$ cat src/rtl/cursor_draw_if.sv
// Port bundle between cursor_draw, the paint control FSM and the framebuffer ports.
// The master side is the environment and the slave side is cursor_draw.
interface cursor_draw_if #(
    parameter int ADDR_W = 12
);
    logic              start;
    logic [7:0]        in_x;
    logic [7:0]        in_y;
    logic              paint_we;
    logic [ADDR_W-1:0] paint_addr;
    logic [7:0]        paint_data;
    logic              rd_en;
    logic [ADDR_W-1:0] rd_addr;
    logic [7:0]        rd_data;
    logic              wr_en;
    logic [ADDR_W-1:0] wr_addr;
    logic [7:0]        px_data;
    logic              busy;
    logic              done;

    modport master (
        output start, in_x, in_y, paint_we, paint_addr, paint_data, rd_data,
        input  rd_en, rd_addr, wr_en, wr_addr, px_data, busy, done
    );

    modport slave (
        input  start, in_x, in_y, paint_we, paint_addr, paint_data, rd_data,
        output rd_en, rd_addr, wr_en, wr_addr, px_data, busy, done
    );
endinterface

$ cat src/rtl/cursor_draw.sv
// Draws the 5-pixel "+" cursor: restores the previously saved background first,
// then saves the new background and writes the cursor colour, one pixel per step.
module cursor_draw #(
    parameter int          SCREEN_W     = 64,
    parameter int          SCREEN_H     = 64,
    parameter int          ADDR_W       = 12,
    parameter logic [7:0]  CURSOR_COLOR = 8'hFF
) (
    input  logic         clk,
    input  logic         rst,
    cursor_draw_if.slave bus
);
    typedef enum logic [2:0] {IDLE, RESTORE, READ, SAVE, DONE} state_t;

    localparam logic signed [8:0] W_S = 9'(SCREEN_W);
    localparam logic signed [8:0] H_S = 9'(SCREEN_H);

    state_t            state, state_nx;
    logic [2:0]        k;
    logic [7:0]        x_lat, y_lat;
    logic              armed;
    logic [4:0]        saved_valid;
    logic [ADDR_W-1:0] saved_addr [5];
    logic [7:0]        saved_px   [5];

    logic signed [8:0] px, py;
    logic              clipped;
    logic [ADDR_W-1:0] pix_addr;

    // Coordinates of pixel k; 9-bit signed so an edge offset lands outside the screen instead of wrapping.
    always_comb begin
        px = $signed({1'b0, x_lat});
        py = $signed({1'b0, y_lat});
        case (k)
            3'd1:    px = px - 9'sd1;
            3'd2:    px = px + 9'sd1;
            3'd3:    py = py - 9'sd1;
            3'd4:    py = py + 9'sd1;
            default: ;
        endcase
        clipped  = px[8] || (px >= W_S) || py[8] || (py >= H_S);
        pix_addr = ADDR_W'(32'(unsigned'(py)) * 32'(SCREEN_W) + 32'(unsigned'(px)));
    end

    always_ff @(posedge clk) begin
        if (rst) state <= IDLE;
        else     state <= state_nx;
    end

    always_comb begin
        state_nx = state;
        unique case (state)
            IDLE:    if (bus.start && armed) state_nx = RESTORE;
            RESTORE: if (k == 3'd4) state_nx = READ;
            READ:    state_nx = SAVE;
            SAVE:    state_nx = (k == 3'd4) ? DONE : READ;
            DONE:    state_nx = IDLE;
            default: state_nx = IDLE;
        endcase
    end

    // NOTE: every output gets a default before the case, so no path leaves one unassigned and no latch is inferred.
    always_comb begin
        bus.rd_en   = 1'b0;
        bus.rd_addr = '0;
        bus.wr_en   = 1'b0;
        bus.wr_addr = '0;
        bus.px_data = '0;
        bus.busy    = (state != IDLE);
        bus.done    = (state == DONE);
        case (state)
            RESTORE: if (saved_valid[k]) begin
                bus.wr_en   = 1'b1;
                bus.wr_addr = saved_addr[k];
                bus.px_data = saved_px[k];
            end
            READ: if (!clipped) begin
                bus.rd_en   = 1'b1;
                bus.rd_addr = pix_addr;
            end
            SAVE: if (!clipped) begin
                bus.wr_en   = 1'b1;
                bus.wr_addr = pix_addr;
                bus.px_data = CURSOR_COLOR;
            end
            default: ;
        endcase
    end

    // NOTE: saved_addr/saved_px are left out of reset; saved_valid alone decides whether an entry means anything.
    always_ff @(posedge clk) begin
        if (rst) begin
            armed       <= 1'b1;
            saved_valid <= '0;
            k           <= '0;
            x_lat       <= '0;
            y_lat       <= '0;
        end else begin
            // Keep saved backgrounds coherent with paint writes landing under the cursor.
            for (int j = 0; j < 5; j++) begin
                if (bus.paint_we && saved_valid[j] && (bus.paint_addr == saved_addr[j]))
                    saved_px[j] <= bus.paint_data;
            end
            case (state)
                IDLE: begin
                    if (bus.start && armed) begin
                        x_lat <= bus.in_x;
                        y_lat <= bus.in_y;
                        k     <= '0;
                        armed <= 1'b0;
                    end else if (!bus.start) begin
                        armed <= 1'b1;
                    end
                end
                RESTORE: begin
                    if (k == 3'd4) begin
                        k           <= '0;
                        saved_valid <= '0;
                    end else begin
                        k <= k + 3'd1;
                    end
                end
                SAVE: begin
                    if (!clipped) begin
                        saved_px[k]    <= (bus.paint_we && (bus.paint_addr == pix_addr)) ? bus.paint_data
                                                                                         : bus.rd_data;
                        saved_addr[k]  <= pix_addr;
                        saved_valid[k] <= 1'b1;
                    end
                    if (k != 3'd4) k <= k + 3'd1;
                end
                default: ;
            endcase
        end
    end
endmodule

$ cat src/flat_wrapper.sv
// flat-port wrapper written by rule: the top's interface ports become plain ports
module cursor_draw_flat 
#(
    parameter int          SCREEN_W     = 64,
    parameter int          SCREEN_H     = 64,
    parameter int          ADDR_W       = 12,
    parameter logic [7:0]  CURSOR_COLOR = 8'hFF
)
  (clk, rst, bus_start, bus_in_x, bus_in_y, bus_paint_we, bus_paint_addr, bus_paint_data, bus_rd_data, bus_rd_en, bus_rd_addr, bus_wr_en, bus_wr_addr, bus_px_data, bus_busy, bus_done);
  cursor_draw_if #(.ADDR_W(ADDR_W)) bus_i ();
  input  logic clk;
  input  logic rst;
  input wire logic [$bits(bus_i.start)-1:0] bus_start;
  input wire logic [$bits(bus_i.in_x)-1:0] bus_in_x;
  input wire logic [$bits(bus_i.in_y)-1:0] bus_in_y;
  input wire logic [$bits(bus_i.paint_we)-1:0] bus_paint_we;
  input wire logic [$bits(bus_i.paint_addr)-1:0] bus_paint_addr;
  input wire logic [$bits(bus_i.paint_data)-1:0] bus_paint_data;
  input wire logic [$bits(bus_i.rd_data)-1:0] bus_rd_data;
  output wire logic [$bits(bus_i.rd_en)-1:0] bus_rd_en;
  output wire logic [$bits(bus_i.rd_addr)-1:0] bus_rd_addr;
  output wire logic [$bits(bus_i.wr_en)-1:0] bus_wr_en;
  output wire logic [$bits(bus_i.wr_addr)-1:0] bus_wr_addr;
  output wire logic [$bits(bus_i.px_data)-1:0] bus_px_data;
  output wire logic [$bits(bus_i.busy)-1:0] bus_busy;
  output wire logic [$bits(bus_i.done)-1:0] bus_done;
  assign bus_i.start = bus_start;
  assign bus_i.in_x = bus_in_x;
  assign bus_i.in_y = bus_in_y;
  assign bus_i.paint_we = bus_paint_we;
  assign bus_i.paint_addr = bus_paint_addr;
  assign bus_i.paint_data = bus_paint_data;
  assign bus_i.rd_data = bus_rd_data;
  assign bus_rd_en = bus_i.rd_en;
  assign bus_rd_addr = bus_i.rd_addr;
  assign bus_wr_en = bus_i.wr_en;
  assign bus_wr_addr = bus_i.wr_addr;
  assign bus_px_data = bus_i.px_data;
  assign bus_busy = bus_i.busy;
  assign bus_done = bus_i.done;
  cursor_draw #(.SCREEN_W(SCREEN_W), .SCREEN_H(SCREEN_H), .ADDR_W(ADDR_W), .CURSOR_COLOR(CURSOR_COLOR)) u_core (.clk(clk), .rst(rst), .bus(bus_i));
endmodule
$ cat config.mk
export PLATFORM = sky130hd
export DESIGN_NAME = cursor_draw_flat
export DESIGN_NICKNAME = d
export VERILOG_FILES = /design/src/rtl/cursor_draw_if.sv /design/src/rtl/cursor_draw.sv /design/src/flat_wrapper.sv
export SDC_FILE = /design/constraint.sdc
export NUM_CORES = 1
export LEC_CHECK = 0
export ABC_CLOCK_PERIOD_IN_PS = 13060
export CAP_MARGIN = 20
export CORE_ASPECT_RATIO = 1.75
export CORE_MARGIN = 4
export CORE_UTILIZATION = 63
export DETAILED_ROUTE_END_ITERATION = 8
export GPL_ROUTABILITY_DRIVEN = 0
export HOLD_SLACK_MARGIN = 0.15
export PLACE_DENSITY = 0.82
export SLEW_MARGIN = 20
export SYNTH_ARGS = -nofsm -noshare
export SYNTH_HDL_FRONTEND = slang
export SYNTH_SLANG_ARGS = --single-unit
$ cat constraint.sdc
create_clock -name clk -period 13.06 [get_ports clk]
set_clock_uncertainty 0.05 [all_clocks]
set_input_delay 2.612 -clock clk [delete_from_list [all_inputs] [get_ports clk]]
set_output_delay 2.612 -clock clk [all_outputs]
set_load 0.02 [all_outputs]
Word level (Yosys, flattened, before mapping)
Memories as Yosys holds them, arrays and structs flattened. A register that Yosys moved wholly into a read port is not among the register bits.
Index checks and enable logic that the tools add are counted.
W data, S select, Z words.
{"block": "op_classes", "order_cmp": 4, "n_eq_ne": 20, "bitwise_logic": 1, "addsub": 6, "multipliers": 0, "shifts": 0, "n_reduce_logical": 25, "div_mod_pow": 0, "n_mux": 53}
{"operator": "$eq A12 B12 Y1", "count": 6}
{"operator": "$mux W12", "count": 3}
{"operator": "$pmux W9 S2", "count": 2}
{"operator": "$mux W3", "count": 10}
{"operator": "$mux W1", "count": 25}
{"operator": "$mux W8", "count": 3}
{"operator": "$pmux W12 S2", "count": 1}
{"operator": "$add A8 B1 Y9 const B", "count": 2}
{"operator": "$ge A9 B8 Y1 const B", "count": 2}
{"operator": "$sub A8 B1 Y9 const B", "count": 2}
{"operator": "$pmux W8 S2", "count": 1}
{"operator": "$logic_and A1 B1 Y1", "count": 13}
{"operator": "$add A12 B9 Y12", "count": 1}
{"operator": "$eq A3 B2 Y1 const B", "count": 4}
{"operator": "$pmux W3 S4", "count": 1}
{"operator": "$mux W5", "count": 2}
{"operator": "$pmux W5 S2", "count": 1}
{"operator": "$pmux W3 S3", "count": 1}
{"operator": "$ne A2 B1 Y1 const B", "count": 4}
{"operator": "$eq A3 B1 Y1 const B", "count": 2}
{"operator": "$eq A3 B3 Y1 const B", "count": 2}
{"operator": "$reduce_and A2 Y1", "count": 3}
{"operator": "$reduce_and A3 Y1", "count": 2}
{"operator": "$reduce_bool A3 Y1", "count": 2}
{"operator": "other kinds (12)", "count": 14}
{"block": "word_totals", "out_inout_bits": 36, "mem_bits_rw": 100, "register_bits": 28, "memories": 2, "input_bits": 48, "rom_bits": 0, "wordCells": 117, "latch_bits": 0}
{"name": "u_core.saved_addr", "words": 5, "word_bits": 12, "read_ports": 6, "rd_clocked_by_memory_dff": 1, "wr": 1, "line": "cursor_draw.sv:23", "source": "logic [ADDR_W-1:0] saved_addr [5];"}
{"name": "u_core.saved_px", "words": 5, "word_bits": 8, "read_ports": 1, "rd_clocked_by_memory_dff": 1, "wr": 6, "line": "cursor_draw.sv:24", "source": "logic [7:0] saved_px [5];"}

Logic depth before layout (Yosys ltp)
Gate-level depths: netlist of run 1.
{"block": "logic_depth", "ltp_word": 10, "depth_mapped": 21}

Least setup slack after synthesis of run 1
No wires, ideal clock.
{"block": "synth_path", "path_type": "register to output", "start": "register u_core.k[0]", "end": "output bus_wr_addr[10]", "stages_incl_launch_ff": 17, "path_buffers": 3, "t_arrival_ns": 4.101, "setup_slack_ns": 6.297, "path_cell_list": "dfxtp_1 > clkbuf_1 > inv_1 > ha_1 > nand2_1 > inv_2 > fa_1 > nand2b_1 > a211oi_2 > o2111a_1 > nand3b_1 > nand4b_4 > or2_1 > or3_1 > clkbuf_1 > clkbuf_1 > o22ai_1"}
{"block": "synth_via", "elab_chain_len": 8, "word_cells_on_any_way": 17, "cone_classes": "add/sub (1); order compare (2); eq/ne (4); mux (7); reduce/logical (3)"}
{"element": "from (decl)", "line": "cursor_draw.sv:19", "source": "logic [2:0] k;"}
{"element": "from (signal assigned)", "line": "cursor_draw.sv:120", "source": "k <= k + 3'd1;"}
{"element": "from (signal assigned)", "line": "cursor_draw.sv:130", "source": "if (k != 3'd4) k <= k + 3'd1;"}
{"element": "$eq A3 B2 Y1 / $eq A3 B1 Y1 (equally long branches)", "line": "cursor_draw.sv:34", "source": "case (k)"}
{"element": "$pmux W9 S2", "line": "cursor_draw.sv:34"}
{"element": "$ge A9 B8 Y1", "line": "cursor_draw.sv:41", "source": "clipped = px[8] || (px >= W_S) || py[8] || (py >= H_S);"}
{"element": "$logic_or A1 B1 Y1 (3 in series)", "line": "cursor_draw.sv:41"}
{"element": "$mux W12", "line": "cursor_draw.sv:81", "source": "SAVE: if (!clipped) begin"}
{"element": "$pmux W12 S2 (*)", "line": "cursor_draw.sv:71", "source": "case (state)"}
{"element": "to (decl)", "line": "flat_wrapper.sv:23", "source": "output wire logic [$bits(bus_i.wr_addr)-1:0] bus_wr_addr;"}
Mark *: on every way between the ends. The rest lies on a longest branch, timed or not. The select of a mux whose other input is x is not followed.

Worst setup path after layout of run 1
{"block": "layout_path", "start": "register u_core.k[0]", "end": "output bus_wr_addr[11]"}
Same word-level chain as after synthesis.

==> metrics.csv, run 1 <==
metric,value,unit
Routed Antenna Nets,0,
Die Height,178.3,um
number of global-route vias before repair,7570,
worst path cell trace,inv_1 > ha_1 > nand2b_1 > inv_1 > fa_1 > nand2b_1 > a21oi_2 > o21ai_1 > nor3b_1 > o31ai_1 > ha_1 > nand2_1 > nor3_1 > o211ai_2 > a21oi_2 > xor2_1 > o22ai_1 > clkdlybuf4s50_1,
Placement Setup Slack,5.208,ns
Least-Margin Pin Slew,1.141,ns
status,finished clean,
hold path startpoint,u_core.y_lat[7],
Reg2Reg Capture Point,u_core.saved_px[7][2],
PortBufs,83,
H-tree depth,4,
post-synthesis adder-cell area fraction,2.901,%
Synth Area per Inst,13.08,sq um
worst skew pair latency,0.43,ns
leading area contributor after synthesis,edfxtp_1,
Root Buffer,clkbuf_16,
number of synthesized register bits,191,
reg-to-reg setup timing slack,6.89,ns
final hold violation count,0,
Vias per Instance,6.571,
die area,18770,sq um
Power Dens Cells,111.8,nW/um^2
hold buffers post-CTS,0,
"count leader, synth",edfxtp_1,
Sum Neg Setup Slack,0,ns
Final Max Tran Viols,0,
floorplan die width,105.3,um
Post-CTS Setup Inserts,0,
Detailed Routing Iterations Pass 1,7,
top_reg_cell synth,edfxtp_1,
Tcrit/Tclk final,64.46,%
Post-Synth Simple-Gate Area,9.253,%
CP startpoint kind,flip-flop,
HP Class,reg -> reg,
Nets,938,
fraction of layout cells with a size suffix above 1,13.90,%
fin crit period,8.419,ns
compound-cell area share of the yosys netlist,8.906,%
drt drc,0,
P_leak,0.003991,uW
Worst R2R Path Depth,20,
clk sink count,191,
crit path capture type,output pin,
Core Rows,62,
Post-Synthesis Cells,798,
total of max-cap violations,0,
Via Count,7241,
CTS tree,yes,
WL/cell,25.02,um
"Arr. time, crit path",5.76,ns
Fmax,118.8,MHz
Inserted Diodes,0,
Synth Area in XOR/XNOR,8.079,%
asr flop ratio synth,0,%
CTS resizes,0,
"Reg clk slew, reported paths",0.07,ns
Layout area overhead,15.70,%
DR iter-0 viols,642,
Post-synth EDFFs,160,
Area contributors post-synth,"edfxtp_1 46%, mux4_2 8.8%, dfxtp_1 5.9%",
max incr delay on CP,0.61,ns
Worst Path Max Fanout,10,
CTS Buf Count,17,
post-synth design cell area,10440,sq um
placed wire-length estimate,19630,um
Rel. slew slack,23.76,%
Longest Clk Path Bufs,2,
synth cell count leaders,"160 x edfxtp_1, 60 x nand2_1, 51 x xor2_1",
post-synthesis mux area share,16.28,%
WS Path Type,reg -> out,
drt total wl,27570,um
Hold EP,u_core.y_lat[7],
WHS Path Cells,2,
Initial Utilization,63.77,%
count of final setup violators,0,
Finished Core Util,73.79,%
Ys Warns,0,
Mapped Nets,869,
GRT Residual Overflow,0,
VDD IR-drop max,99.58,uV
worst r2r src,u_core.k[0],
post-synth cell types,73,
final instance area,12080,sq um
post-synth top area share,46.03,%
core area,16370,sq um
"slowest stage cell, crit path",clkdlybuf4s50_1,
"Req. time, crit path",10.40,ns
initial antenna violation count,0,
Ports,84,
register area share after synthesis,51.97,%
gr usage total,30.30,%
Final WS setup,4.641,ns
placed inst area,11520,sq um
first-pass GRT wire length,42150,um
largest family of logic cells by synthesized area,multiplexers,
RSZ-0062 raised after global routing,false,
fillers,1048,
largest net degree at the start of global routing,41,
per-stage QoR:
step,std cells,power [uW],hold slack [ns]
2_1_floorplan,798,810.6,0.4002
3_3_place_gp,1072,855.5,0.4164
3_5_place_dp,1072,863.1,0.4248
4_1_cts,1102,1350,0.4353
5_1_grt,1102,1394,0.4602
6_report,1102,1350,0.4319
logic make-up (layout without fill, tap and decap cells):
logic type / count (synthesis) / in the layout
DFF: 191 / 191
and+or+nand+nor: 189 / 189
AOI/OAI and AO/OA: 123 / 123
muxes: 112 / 112
xor gates and xnor gates: 89 / 89
buffers and inverters: 71 / 151
adders and majority gates: 23 / 23
sequential cells by signal, indices dropped and copies added (netlist names), named ones only:
signal and count:
u_core.x_lat 8, u_core.saved_px 64, u_core.saved_addr 96, u_core.armed 1, u_core.k 3, u_core.saved_valid 5, u_core.state 3, u_core.y_lat 8
critical path, delay by kind of cell (launching register included):
kind / cells / cell delay [ns]
DFF: 1 / 0.52
AOI/OAI and AO/OA: 6 / 1.46
xor gates and xnor gates: 1 / 0.41
and+or+nand+nor: 5 / 0.91
adders and majority gates: 3 / 1.05
buffers and inverters: 3 / 0.98
metal layers:
metal	routed length (um)	part of all wire, %	global-route usage (%)
met1	9048	33	32.37
met2	14750	54	54.05
met3	1971	7.1	5.686
met4	1798	6.5	20.14
met5	0	0	0
how the worst max path moves through the flow:
stage / depth (start not counted) / end / startpoint / slack (ns)
2_1_floorplan: 16 / bus_wr_addr[10] / u_core.k[0] / 6.30
3_3_place_gp: 18 / bus_wr_addr[11] / u_core.k[0] / 5.32
3_5_place_dp: 18 / bus_wr_addr[11] / u_core.k[0] / 5.21
4_1_cts: 18 / bus_wr_addr[11] / u_core.k[0] / 4.69
5_1_grt: 18 / bus_wr_addr[11] / u_core.k[0] / 4.24
6_report: 18 / bus_wr_addr[11] / u_core.k[0] / 4.64
power breakdown:
part / internal [uW] / leakage, uW / switching (uW)
Sequential: 672 / 0.00171 / 6.66
Combinational: 71.1 / 0.00202 / 103
Clock: 280 / 0.000257 / 217
cell usage in the layout (no fill, tap or decap), types with 3 or more instances in the layout:
cell type          n
edfxtp_1         160
clkdlybuf4s50_1   83
nand2_1           60
xor2_1            51
nor2_1            48
mux2_1            48
mux4_2            41
a21oi_1           36
xnor2_1           34
dfxtp_1           28
inv_1             25
mux2i_1           22
ha_1              21
clkbuf_16         17
nand4_1           16
o21ai_0           15
o22ai_1           13
nor4_1            11
buf_4             11
nor3_2             8
nand3_1            7
a31oi_1            6
nand2b_1           5
a211oi_1           5
a41oi_4            5
nand4b_1           4
a21o_1             4
or2_2              4
o21bai_2           4
clkbuf_1           4
a21oi_2            3
and3_1             3
o21bai_1           3
o21ai_1            3
o31ai_1            3
nor2b_1            3
or3_1              3
nor3_1             3
clkinvlp_4         3
layout make-up:
cell class	count	area, sq um	share of cell area, %
inverter	27	101.3	0.8391
timing repair buffer	94	913.4	7.562
clock buffer	21	440.4	3.647
clock inverter	9	112.6	0.9324
sequential	191	5431	44.97
tap	224	280.3	2.321
multi-input combinational	536	4798	39.73
Note: power is estimated with default switching activity, not from simulation.
==> run 2: changes to the inputs <==
--- a/config.mk
+++ b/config.mk
@@ -5,15 +5,15 @@
 export SDC_FILE = /design/constraint.sdc
 export NUM_CORES = 1
 export LEC_CHECK = 0
-export ABC_CLOCK_PERIOD_IN_PS = 13060
+export ABC_CLOCK_PERIOD_IN_PS = 8800
 export CAP_MARGIN = 20
 export CORE_ASPECT_RATIO = 1.75
 export CORE_MARGIN = 4
-export CORE_UTILIZATION = 63
+export CORE_UTILIZATION = 59
 export DETAILED_ROUTE_END_ITERATION = 8
 export GPL_ROUTABILITY_DRIVEN = 0
 export HOLD_SLACK_MARGIN = 0.15
-export PLACE_DENSITY = 0.82
+export PLACE_DENSITY = 0.78
 export SLEW_MARGIN = 20
 export SYNTH_ARGS = -nofsm -noshare
 export SYNTH_HDL_FRONTEND = slang
==> constraint.sdc (replaced) <==
create_clock -name clk -period 8.8 [get_ports clk]
set_clock_uncertainty 0.05 [all_clocks]
set_input_delay 1.76 -clock clk [delete_from_list [all_inputs] [get_ports clk]]
set_output_delay 1.76 -clock clk [all_outputs]
set_load 0.02 [all_outputs]
==> metrics.csv, run 2 (synthesized netlist as in run 1, its figures left out) <==
metric,value,unit,change
initial antenna violation count,0,,unchanged
CTS resizes,0,,unchanged
number of global-route vias before repair,7753,,+2.4%
Fmax,131.1,MHz,
fraction of layout cells with a size suffix above 1,13.98,%,+0.082 points
"most common cell after layout, fill and taps aside",edfxtp_1,,
status,finished clean,,
clk sink count,191,,unchanged
H-tree depth,4,,unchanged
Nets,938,,unchanged
Vias per Instance,6.501,,-1.1%
Die Height,184.0,um,+3.2%
HP Class,reg -> reg,,
Ports,84,,unchanged
Core Rows,64,,+3.2%
largest net degree at the start of global routing,41,,unchanged
DR iter-0 viols,582,,-9.3%
biggest regs,"u_core.saved_addr: 96 flops, u_core.saved_px: 64 flops",,
Layout area overhead,15.83,%,
reg-to-reg setup timing slack,2.56,ns,-4.33 ns
Via Count,7223,,-0.25%
VDD IR-drop max,147.7,uV,+48%
total of max-cap violations,0,,unchanged
WHS Path Cells,2,,unchanged
count of final setup violators,0,,unchanged
Tcrit/Tclk final,86.66,%,
Post-Layout Cell Count,1111,,+0.82%
CP startpoint kind,flip-flop,,
Rel. slew slack,21.48,%,-2.3 points
Final Max Tran Viols,0,,unchanged
Power Dens Cells,166.8,nW/um^2,+49%
Routed Antenna Nets,0,,unchanged
PortBufs,83,,unchanged
Detailed Routing Iterations Pass 1,5,,-2
Least-Margin Pin Slew,1.175,ns,+0.03410 ns
Final WS setup,1.174,ns,-3.467 ns
Sum Neg Setup Slack,0,ns,unchanged
Placement Setup Slack,1.723,ns,-3.484 ns
drt total wl,28170,um,+2.2%
die area,19970,sq um,+6.4%
P_leak,0.003994,uW,about the same
floorplan die width,108.6,um,+3.1%
crit path capture type,output pin,,
"Req. time, crit path",6.99,ns,-3.41 ns
fin crit period,7.626,ns,
Finished Core Util,69.27,%,-4.5 points
WS Path Type,reg -> out,,
Reg2Reg Capture Point,u_core.saved_px[4][7],,
worst r2r src,u_core.k[0],,
placed wire-length estimate,19630,um,about the same
most frequent cells in the layout,"160 x edfxtp_1, 83 x clkdlybuf4s50_1, 60 x nand2_1",,
Post-CTS Setup Inserts,0,,unchanged
post-placement cell count,1079,,+0.65%
"Arr. time, crit path",5.82,ns,+0.06 ns
GRT Residual Overflow,0,,unchanged
Worst R2R Path Depth,20,,unchanged
worst skew pair latency,0.44,ns,about the same
Largest Register,u_core.saved_addr,,
hold path startpoint,u_core.y_lat[0],,
Inserted Diodes,0,,unchanged
Root Buffer,clkbuf_16,,
first-pass GRT wire length,42920,um,+1.8%
drt drc,0,,unchanged
Pwr Total,2017,uW,+49%
"Reg clk slew, reported paths",0.07,ns,about the same
CTS tree,yes,,
max reg flops,96,,unchanged
core area,17460,sq um,+6.7%
CTS Buf Count,17,,unchanged
WL/cell,25.36,um,+1.4%
Hold EP,u_core.y_lat[0],,
hold buffers post-CTS,0,,unchanged
final hold violation count,0,,unchanged
Initial Utilization,59.80,%,-4.0 points
RSZ-0062 raised after global routing,false,,
Longest Clk Path Bufs,2,,unchanged
gr usage total,29.36,%,-0.94 points
Worst Path Max Fanout,10,,unchanged
[run 2: metrics by stage]
step                      cell area (sq um)  hold slack (ns)
after global placement                11510           0.4173
after floorplan                       10440           0.4002
final                                 12090           0.4422
after global routing                  12090           0.4552
after detailed placement              11510           0.4235
after CTS                             12080           0.4412
[run 2: power by group]
group / internal, uW / leakage [uW] / switching [uW]
clock: 395 / 0.000269 / 354
sequential: 997 / 0.00171 / 10.1
combinational: 105 / 0.00202 / 154
total: 1500 / 0.00399 / 519
[run 2: critical path, stage by stage (launching register included)]
cell and delay (ns):
dfxtp_1 0.52, inv_1 0.20, ha_1 0.30, nand2b_1 0.34, inv_1 0.15, fa_1 0.42, nand2b_1 0.19, a21oi_2 0.24
o21ai_1 0.12, nor3b_1 0.16, o31ai_1 0.66, ha_1 0.33, nand2_1 0.07, nor3_1 0.19, o211ai_2 0.15, nand2_1 0.14
xnor2_1 0.14, o22ai_1 0.35, clkdlybuf4s50_1 0.69
[run 2: metal layers]
metal | GRT usage [%] | up-vias | routed length, um
met5 | 0 | - | 0
met4 | 18.45 | 0 | 1773
met3 | 5.308 | 117 | 1840
met2 | 51.57 | 380 | 14880
met1 | 32.19 | 3558 | 9680
li1 | - | 3168 | -
[run 2: how the worst max path moves through the flow]
stage | from | endpoint | slack [ns] | cells after the start
2_1_floorplan | u_core.k[0] | bus_wr_addr[10] | 2.89 | 16
3_3_place_gp | u_core.k[0] | bus_wr_addr[11] | 1.94 | 18
3_5_place_dp | u_core.k[0] | bus_wr_addr[11] | 1.72 | 18
4_1_cts | u_core.k[0] | bus_wr_addr[11] | 1.22 | 18
5_1_grt | u_core.k[0] | bus_wr_addr[11] | 0.79 | 18
6_report | u_core.k[0] | bus_wr_addr[9] | 1.17 | 18
[run 2: final cells by class]
class                           instances  area [sq um]
Sequential cell                       191          5431
Multi-Input combinational cell        536          4791
Inverter                               27         101.3
Clock buffer                           18         429.2
Fill cell                            1266          5365
Clock inverter                         14         136.4
Timing Repair Buffer                   94         913.4
Tap cell                              231         289.0
==> run 3: changes to the inputs <==
--- a/config.mk
+++ b/config.mk
@@ -5,7 +5,7 @@
 export SDC_FILE = /design/constraint.sdc
 export NUM_CORES = 1
 export LEC_CHECK = 0
-export ABC_CLOCK_PERIOD_IN_PS = 8800
+export ABC_CLOCK_PERIOD_IN_PS = 8000
 export CAP_MARGIN = 20
 export CORE_ASPECT_RATIO = 1.75
 export CORE_MARGIN = 4
==> constraint.sdc (replaced) <==
create_clock -name clk -period 8 [get_ports clk]
set_clock_uncertainty 0.05 [all_clocks]
set_input_delay 1.6 -clock clk [delete_from_list [all_inputs] [get_ports clk]]
set_output_delay 1.6 -clock clk [all_outputs]
set_load 0.02 [all_outputs]
==> metrics.csv, run 3 (synthesized netlist as in run 1, its figures left out) <==
metric,value,unit,change
core area,17460,sq um,unchanged
floorplan die width,108.6,um,unchanged
most frequent cells in the layout,"160 x edfxtp_1, 83 x clkdlybuf4s50_1, 60 x nand2_1",,
Final Max Tran Viols,0,,unchanged
DR iter-0 viols,661,,+14%
placed inst area,11520,sq um,about the same
crit path capture type,output pin,,
max incr delay on CP,0.64,ns,-0.05 ns
Initial Utilization,59.80,%,unchanged
Gate power share,12.8,%,about the same
Longest Clk Path Bufs,2,,unchanged
count of final setup violators,0,,unchanged
Detailed Routing Iterations Pass 1,5,,unchanged
Power Dens Cells,184.3,nW/um^2,+10%
Ports,84,,unchanged
placed wire-length estimate,19360,um,-1.4%
hold buffers post-CTS,0,,unchanged
Post-CTS Setup Inserts,0,,unchanged
Psw,555.7,uW,+7.1%
die area,19970,sq um,unchanged
Largest Register,u_core.saved_addr,,
Rel. slew slack,24.85,%,+3.4 points
Sum Neg Setup Slack,0,ns,unchanged
P_leak,0.004013,uW,+0.48%
fraction of layout cells with a size suffix above 1,14.19,%,+0.21 points
biggest regs,"u_core.saved_addr: 96 flops, u_core.saved_px: 64 flops",,
worst skew pair latency,0.44,ns,about the same
Tcrit/Tclk final,94.50,%,
FF/Latch Area,5429,sq um,about the same
met3 routed WL,1841,um,about the same
first-pass GRT wire length,42130,um,-1.8%
total of max-cap violations,0,,unchanged
"most common cell after layout, fill and taps aside",edfxtp_1,,
met2 wire len,14740,um,-0.93%
"slowest stage cell, crit path",o31ai_1,,
WL/cell,24.94,um,-1.6%
Root Buffer,clkbuf_16,,
Inserted Diodes,0,,unchanged
Layout area overhead,15.95,%,
Vias per Instance,6.486,,-0.24%
fin crit period,7.560,ns,
drt total wl,27740,um,-1.5%
largest net degree at the start of global routing,41,,unchanged
final hold violation count,0,,unchanged
M1 WL,9757,um,+0.80%
Nets,939,,+0.11%
Worst R2R Path Depth,20,,unchanged
WS Path Type,reg -> out,,
GRT Residual Overflow,0,,unchanged
WHS Path Cells,2,,unchanged
number of global-route vias before repair,7445,,-4.0%
H-tree depth,4,,unchanged
Internal,1675,uW,+12%
"Req. time, crit path",6.35,ns,-0.64 ns
"Reg clk slew, reported paths",0.07,ns,about the same
clock power share,37.5,%,+0.3 points
gr usage total,28.84,%,-0.52 points
CP startpoint kind,flip-flop,,
"Buf+Inv Stages, Crit Path",3,,unchanged
initial antenna violation count,0,,unchanged
Max Used Layer,met4,,
Switching Fraction,24.92,%,-0.82 points
Hold EP,u_core.y_lat[6],,
Pwr Total,2230,uW,+11%
cell family contributing the most delay on the critical path,compound AO/OA/AOI/OAI gates,,
drt drc,0,,unchanged
worst r2r src,u_core.k[0],,
Reg2Reg Capture Point,u_core.saved_px[5][4],,
Least-Margin Pin Slew,1.127,ns,-0.04811 ns
share of power burned in registers,49.7,%,-0.2 points
VDD IR-drop max,174.7,uV,+18%
RSZ-0062 raised after global routing,false,,
fillers,1227,,-3.1%
clk sink count,191,,unchanged
Routed Antenna Nets,0,,unchanged
CTS resizes,0,,unchanged
worst path cell trace,inv_1 > ha_1 > nand2b_1 > inv_1 > fa_1 > nand2b_1 > a21oi_2 > o21ai_1 > nor3b_1 > o31ai_1 > ha_1 > nand2_1 > nor3_1 > o211ai_2 > a21oi_2 > xor2_1 > o22ai_1 > clkdlybuf4s50_1,,
Via Count,7212,,-0.15%
PortBufs,83,,unchanged
Worst Path Max Fanout,10,,unchanged
final instance area,12100,sq um,+0.10%
area of the multi-input gates,4795,sq um,about the same
Fmax,132.3,MHz,
hold path startpoint,u_core.y_lat[6],,
Die Height,184.0,um,unchanged
reg-to-reg setup timing slack,1.76,ns,-0.80 ns
CTS tree,yes,,
Core Rows,64,,unchanged
CTS Buf Count,17,,unchanged
max reg flops,96,,unchanged
"Arr. time, crit path",5.91,ns,+0.09 ns
HP Class,reg -> reg,,
status,finished clean,,
-- run 3: cell count changes in the layout (fill, tap and decap cells not counted), sizes merged --
cell	previous run	this run
buf	11	12
bufinv	1	2
clkinvlp	2	1
-- run 3: how the worst max path moves through the flow --
stage	startpoint	to	slack (ns)	depth (start not counted)
2_1_floorplan	u_core.k[0]	bus_wr_addr[10]	2.25	16
3_3_place_gp	u_core.k[1]	bus_wr_addr[9]	1.29	14
3_5_place_dp	u_core.k[0]	bus_wr_addr[11]	1.10	18
4_1_cts	u_core.k[0]	bus_wr_addr[11]	0.59	18
5_1_grt	u_core.k[0]	bus_wr_addr[11]	0.17	18
6_report	u_core.k[0]	bus_wr_addr[11]	0.44	18
-- run 3: power by group through the flow --
stage	registers [uW]	clock network, uW	logic, uW
5_1_grt	1110	888	308
3_3_place_gp	1130	0	268
3_5_place_dp	1130	0	280
4_1_cts	1110	842	282
6_report	1110	835	286
2_1_floorplan	1120	0	200
-- run 3: stage by stage --
step	std cells	hold WS, ns	utilization, %	setup WS, ns
CTS	1112	0.4415	69.26	0.5875
global route	1112	0.4479	69.34	0.1731
finish	1112	0.4456	69.34	0.4396
global placement	1080	0.4185	66.00	1.288
detailed placement	1080	0.4307	66.00	1.102
floorplan	798	0.4002	-	2.249
-- run 3: routing by layer --
metal / vias up / track usage [%]
met4: 0 / 15.67
met5: - / 0
met2: 355 / 51.08
met1: 3595 / 32.71
met3: 93 / 4.745
li1: 3169 / -
-- run 3: cell type report --
type / count / share of cell area [%]
Sequential cell: 191 / 44.85
Multi-Input combinational cell: 536 / 39.61
Timing Repair Buffer: 95 / 7.608
Clock buffer: 18 / 3.546
Tap cell: 231 / 2.388
Clock inverter: 14 / 1.158
Inverter: 27 / 0.8373
-- run 3: worst reg2reg max path: cells and delay by family (launching register included) --
| kind | cells | cell delay, ns |
|---|---|---|
| AO/OA/AOI/OAI | 5 | 1.44 |
| XOR/XNOR | 1 | 0.22 |
| adder cells (fa/ha/maj) | 4 | 1.44 |
| buffers and inverters | 2 | 0.36 |
| flip-flops | 1 | 0.52 |
| multiplexers | 1 | 0.45 |
| AND/OR/NAND/NOR | 7 | 1.51 |
